`src/rtl/translayer_drain.sv`:
```
// Drains the transaction layer's D0/D1 destination FIFOs with round-robin
// arbitration and merges the words into one registered, ready-gated stream.
module translayer_drain #(
    parameter int DW = 6,
    parameter int CW = 8,
    parameter int RB = 4
) (
    input  logic          clk,
    input  logic          reset,
    input  logic          enable,
    input  logic          empty_d0,
    input  logic          empty_d1,
    input  logic [DW-1:0] data_d0,
    input  logic          valid_d0,
    input  logic [DW-1:0] data_d1,
    input  logic          valid_d1,
    output logic          pop_d0,
    output logic          pop_d1,
    input  logic          ready_in,
    output logic [DW-1:0] data_out,
    output logic          valid_out,
    output logic          src_out,
    output logic [CW-1:0] count_d0,
    output logic [CW-1:0] count_d1,
    output logic          route_error,
    output logic          underflow_error,
    output logic          idle_out,
    output logic [1:0]    fsm_state
);

    localparam logic [1:0] IDLE = 2'd0;
    localparam logic [1:0] ARB  = 2'd1;
    localparam logic [1:0] WAIT = 2'd2;
    localparam logic [1:0] HOLD = 2'd3;

    logic [1:0]    state;
    logic [1:0]    state_nxt;
    logic          cur_src;
    logic          last_src;
    logic          pick_src;
    logic          pick_any;
    logic          do_pop;
    logic          sel_valid;
    logic [DW-1:0] sel_data;

    // Handshakes: a FIFO word is requested by a one-cycle pop and must show
    // valid on the following cycle; an output word is held in HOLD with
    // valid_out=1 and is consumed on any rising edge where ready_in=1.
    always_comb begin
        pick_any = !empty_d0 || !empty_d1;
        if (!empty_d0 && !empty_d1) begin
            pick_src = ~last_src;
        end else begin
            pick_src = empty_d0;
        end
        do_pop    = (state == ARB) && enable && pick_any;
        pop_d0    = do_pop && !pick_src;
        pop_d1    = do_pop && pick_src;
        sel_valid = cur_src ? valid_d1 : valid_d0;
        sel_data  = cur_src ? data_d1 : data_d0;
        valid_out = (state == HOLD);
        idle_out  = (state == IDLE);
        fsm_state = state;
    end

    always_comb begin
        state_nxt = state;
        case (state)
            IDLE: if (enable) state_nxt = ARB;
            ARB: begin
                if (!enable) begin
                    state_nxt = IDLE;
                end else if (pick_any) begin
                    state_nxt = WAIT;
                end
            end
            WAIT: state_nxt = sel_valid ? HOLD : ARB;
            HOLD: if (ready_in) state_nxt = ARB;
            default: state_nxt = IDLE;
        endcase
    end

    always_ff @(posedge clk) begin
        if (reset) begin
            state           <= IDLE;
            cur_src         <= 1'b0;
            last_src        <= 1'b1;
            data_out        <= '0;
            src_out         <= 1'b0;
            count_d0        <= '0;
            count_d1        <= '0;
            route_error     <= 1'b0;
            underflow_error <= 1'b0;
        end else begin
            state <= state_nxt;
            if (do_pop) begin
                cur_src <= pick_src;
            end
            if (state == WAIT) begin
                if (sel_valid) begin
                    data_out <= sel_data;
                    src_out  <= cur_src;
                    last_src <= cur_src;
                    if (cur_src) begin
                        count_d1 <= count_d1 + CW'(1);
                    end else begin
                        count_d0 <= count_d0 + CW'(1);
                    end
                    // Misrouted words are still forwarded; only the flag records it.
                    if (sel_data[RB] != cur_src) begin
                        route_error <= 1'b1;
                    end
                end else begin
                    underflow_error <= 1'b1;
                end
            end
        end
    end

endmodule

```
`config.mk`:
```
export PLATFORM = sky130hd
export DESIGN_NAME = translayer_drain
export DESIGN_NICKNAME = d
export VERILOG_FILES = /design/src/rtl/translayer_drain.sv
export SDC_FILE = /design/constraint.sdc
export NUM_CORES = 1
export LEC_CHECK = 0
export BUFFER_PORTS_ARGS = -buffer_cell sky130_fd_sc_hd__buf_2
export CELL_PAD_IN_SITES_DETAIL_PLACEMENT = 1
export CELL_PAD_IN_SITES_GLOBAL_PLACEMENT = 1
export CORE_ASPECT_RATIO = 1.4
export CORE_MARGIN = 2
export CORE_UTILIZATION = 32
export DETAILED_ROUTE_END_ITERATION = 12
export PLACE_DENSITY_LB_ADDON = 0.1
export SYNTH_ARGS = -nofsm -noshare
export SYNTH_HDL_FRONTEND = slang
export SYNTH_SLANG_ARGS = --single-unit
```
`constraint.sdc`:
```
create_clock -name clk -period 1.58 [get_ports clk]
set_input_delay 0.316 -clock clk [delete_from_list [all_inputs] [get_ports clk]]
set_output_delay 0.316 -clock clk [all_outputs]
set_load 0.005 [all_outputs]
```
==> results.sh <==
export IMPL_drtIter0Drc=37
export IMPL_cp_cell_sequence="buf_6, ha_4, nand2_2, or3_4, inv_2, buf_6"
export IMPL_reg2regPathDepth=5
export IMPL_crit_top_cell="buf_6"
export IMPL_route_detailed_drc=0
export IMPL_async_flop_share_pct=0
export IMPL_synthTopCellsByCount="dfxtp_1, a21oi_1, nor2_1, mux2i_1"
export IMPL_cts_root_buf="clkbuf_8"
export IMPL_synthesis_area_um2=1440
export IMPL_netlist_instances=151
export IMPL_grt_max_degree=31
export IMPL_skew_ns=0.00404
export IMPL_seqCellArea_um2=583
export IMPL_clockBufferDepth=2
export IMPL_die_h_um=83.3
export IMPL_initial_utilization_pct=33.6
export IMPL_final_util_pct=45.8
export IMPL_violations="setup timing"
export IMPL_synthMuxAreaShare_pct=6.61
export IMPL_antenna_found_initial=0
export IMPL_chipWidth_um=60.6
export IMPL_track_usage_pct=17.1
export IMPL_gp_congestion=0.794
export IMPL_grt_pass1_vias=1475
export IMPL_rsz0062_at_grt="yes"
export IMPL_r2r_slack_ns=0
export IMPL_drt_vias_per_instance=5.15
export IMPL_cts_tree="yes"
export IMPL_totalWireLength_mm=4.04
export IMPL_max_clock_freq_ghz=0.579
export IMPL_maxSlewViolCount=0
export IMPL_hold_depth=3
export IMPL_wl_met3_um=144
export IMPL_grt_pass1_wl_mm=6.77
export IMPL_route_met2_wl_mm=2.21
export IMPL_min_to="cur_src"
export IMPL_cp_slowest_cell="or3_4"
export IMPL_dp_worst_setup_slack_ns=-0.0786
export IMPL_synthToLayoutAreaGrowth_pct=36.1
export IMPL_worst_pin_slew_ns=0.548
export IMPL_cts_sinks=29
export IMPL_hold_viol=0
export IMPL_fin_nets=241
export IMPL_setup_tns_ns=-0.194
export IMPL_clkLatencyLatePin_ns=0.28
export IMPL_synth_simple_area_share_pct=20.2
export IMPL_avgSynthCellArea_um2=9.52
export IMPL_powerDensity_nw_per_um2=820
export IMPL_via_count=1415
export IMPL_crit_arrival_ns=1.41
export IMPL_yosysMostFrequentCell="dfxtp_1"
export IMPL_setup_viol=2
export IMPL_finalWorstSetupSlack_ns=-0.147
export IMPL_critPathCaptureType="primary output"
export IMPL_ys_ff_latch=29
export IMPL_max_stage_delay_ns=0.37
export IMPL_cp_start_kind="flip-flop"
export IMPL_period_needed_ns=1.73
export IMPL_synth_compound_area_share_pct=19.1
export IMPL_wl_per_cell_um=14.7
export IMPL_yosysSeqAreaShare_pct=40.4
export IMPL_r2r_end="count_d1[5]"
export IMPL_num_fill_cells=545
export IMPL_port_buffers=50
export IMPL_highest_layer="met4"
export IMPL_synthAdderAreaFrac_pct=6.09
export IMPL_p_leak_nw=0.839
export IMPL_dieArea_um2=5050
export IMPL_ys_top_cells_by_area="dfxtp_1, a21oi_1, ha_1"
export IMPL_cts_clk_slew_worst_paths_ns=0.06
export IMPL_synth_edf_count=0
export IMPL_grt_overflow=0
export IMPL_dpl_hpwl_mm=3.00
export IMPL_core_area_um2=4270
export IMPL_cts_htree_levels=2
export IMPL_drv_cap=0
export IMPL_worstSetupPathType="flip-flop to primary output"
export IMPL_yosys_warnings=0
export IMPL_first_pass_iters=4
export IMPL_path_max_fanout=2
export IMPL_synth_ff_type="dfxtp_1"
export IMPL_irDropWorstVdd_mv=0.493
export IMPL_synth_top_family_by_area="simple AND/OR/NAND/NOR gates"
export IMPL_worstReg2RegStart="fsm_state[0]"
export IMPL_multi_input_comb_area_um2=810
export IMPL_syn_num_nets=178
export IMPL_ios=51
export IMPL_post_route_period_util_pct=109
export IMPL_yosys_area_top_type="dfxtp_1"
export IMPL_m1WireLength_mm=1.62
export IMPL_critical_path_required_ns=1.26
export IMPL_num_rows=28
export IMPL_slew_headroom_pct=63.5
export IMPL_antenna_left=0
export IMPL_yosysTopAreaCellShare_pct=40.4
export IMPL_diodes=0
export IMPL_hp_start="empty_d1"
export IMPL_numCtsBuffers=5
export IMPL_yosys_area_share_xor_xnor_pct=2.44
export IMPL_drive_gt1_share_pct=40.5
export IMPL_outcome="complete, but fails checks"
export IMPL_yosys_cell_types_count=34
export IMPL_min_path_type="input pin to flip-flop"
-- state kept, by name (all words and copies together), names as in the netlist --
name,flops
last_src,1
route_error,1
count_d0,8
underflow_error,1
data_out,6
src_out,1
count_d1,8
cur_src,1
fsm_state,2
-- repair_timing --
| action | CTS | global route |
|---|---|---|
| setup buffers | 1 | 2 |
| endpoints found under the setup margin | 11 | 11 |
| gates resized for setup | 11 | 1 |
| endpoints found under the hold margin | 0 | 0 |
| hold buffers | 0 | 0 |
| pin swaps | 4 | 3 |
-- layout make-up --
type | instances | share of cell area (%)
clock buffer | 7 | 4.92
inverter | 6 | 1.15
timing repair buffer | 64 | 18.7
sequential | 29 | 29.8
clock inverter | 1 | 0.256
multi-input combinational | 108 | 41.4
tap | 60 | 3.84
-- layout by cell type (no fill, tap or decap), drive strengths merged, types with 3 or more instances in the layout --
| master | count |
|---|---|
| a21oi | 19 |
| a311oi | 6 |
| buf | 64 |
| clkbuf | 7 |
| dfxtp | 29 |
| ha | 7 |
| inv | 6 |
| mux2i | 8 |
| nand2 | 7 |
| nand4 | 7 |
| nor2 | 9 |
| o21ai | 6 |
| o31ai | 5 |
| or3 | 6 |
| or4 | 5 |
| xor2 | 3 |
-- worst max-delay path: cells and delay by family (launching register included) --
kind / cells / cell delay [ns]
fa+ha+maj: 1 / 0.13
flops: 1 / 0.34
simple gates: 2 / 0.42
buf+inv: 3 / 0.25
-- metrics by stage --
step	cells	power [mW]	instance area [um2]	hold slack (ns)
after global placement	265	0.909	1800	0.435
after floorplan	151	0.843	1440	0.442
after detailed placement	265	0.914	1800	0.470
final	275	1.60	1960	0.376
after global routing	275	1.68	1960	0.396
after CTS	274	1.62	1940	0.363
-- worst max path at each step --
| stage | end | slack, ns | start | depth (start not counted) |
|---|---|---|---|---|
| after floorplan | count_d0[7] | 0.009 | fsm_state[0] | 6 |
| after global placement | count_d0[7] | 0.02 | fsm_state[0] | 5 |
| after detailed placement | count_d0[4] | -0.08 | fsm_state[0] | 5 |
| after CTS | pop_d1 | -0.17 | fsm_state[0] | 6 |
| after global routing | pop_d1 | -0.22 | fsm_state[0] | 6 |
| final | pop_d1 | -0.15 | fsm_state[0] | 6 |
-- routing by layer --
layer	vias up	GRT usage, %
li1	684	-
met1	687	18.1
met2	38	31.5
met3	6	3.27
met4	0	6.52
met5	-	0
-- kinds of logic (layout without fill, tap and decap cells) --
family          Yosys count  in the layout
mux                       9              9
buf+inv                  14             78
xor+xnor                  4              4
fa+ha+maj                 7              7
simple gates             45             45
compound gates           43             43
flops                    29             29
-- power breakdown --
| group | switching [mW] | internal [mW] |
|---|---|---|
| clock | 0.291 | 0.393 |
| sequential | 0.00778 | 0.740 |
| combinational | 0.0877 | 0.0840 |
No activity file was read; power rests on OpenSTA's default activity.
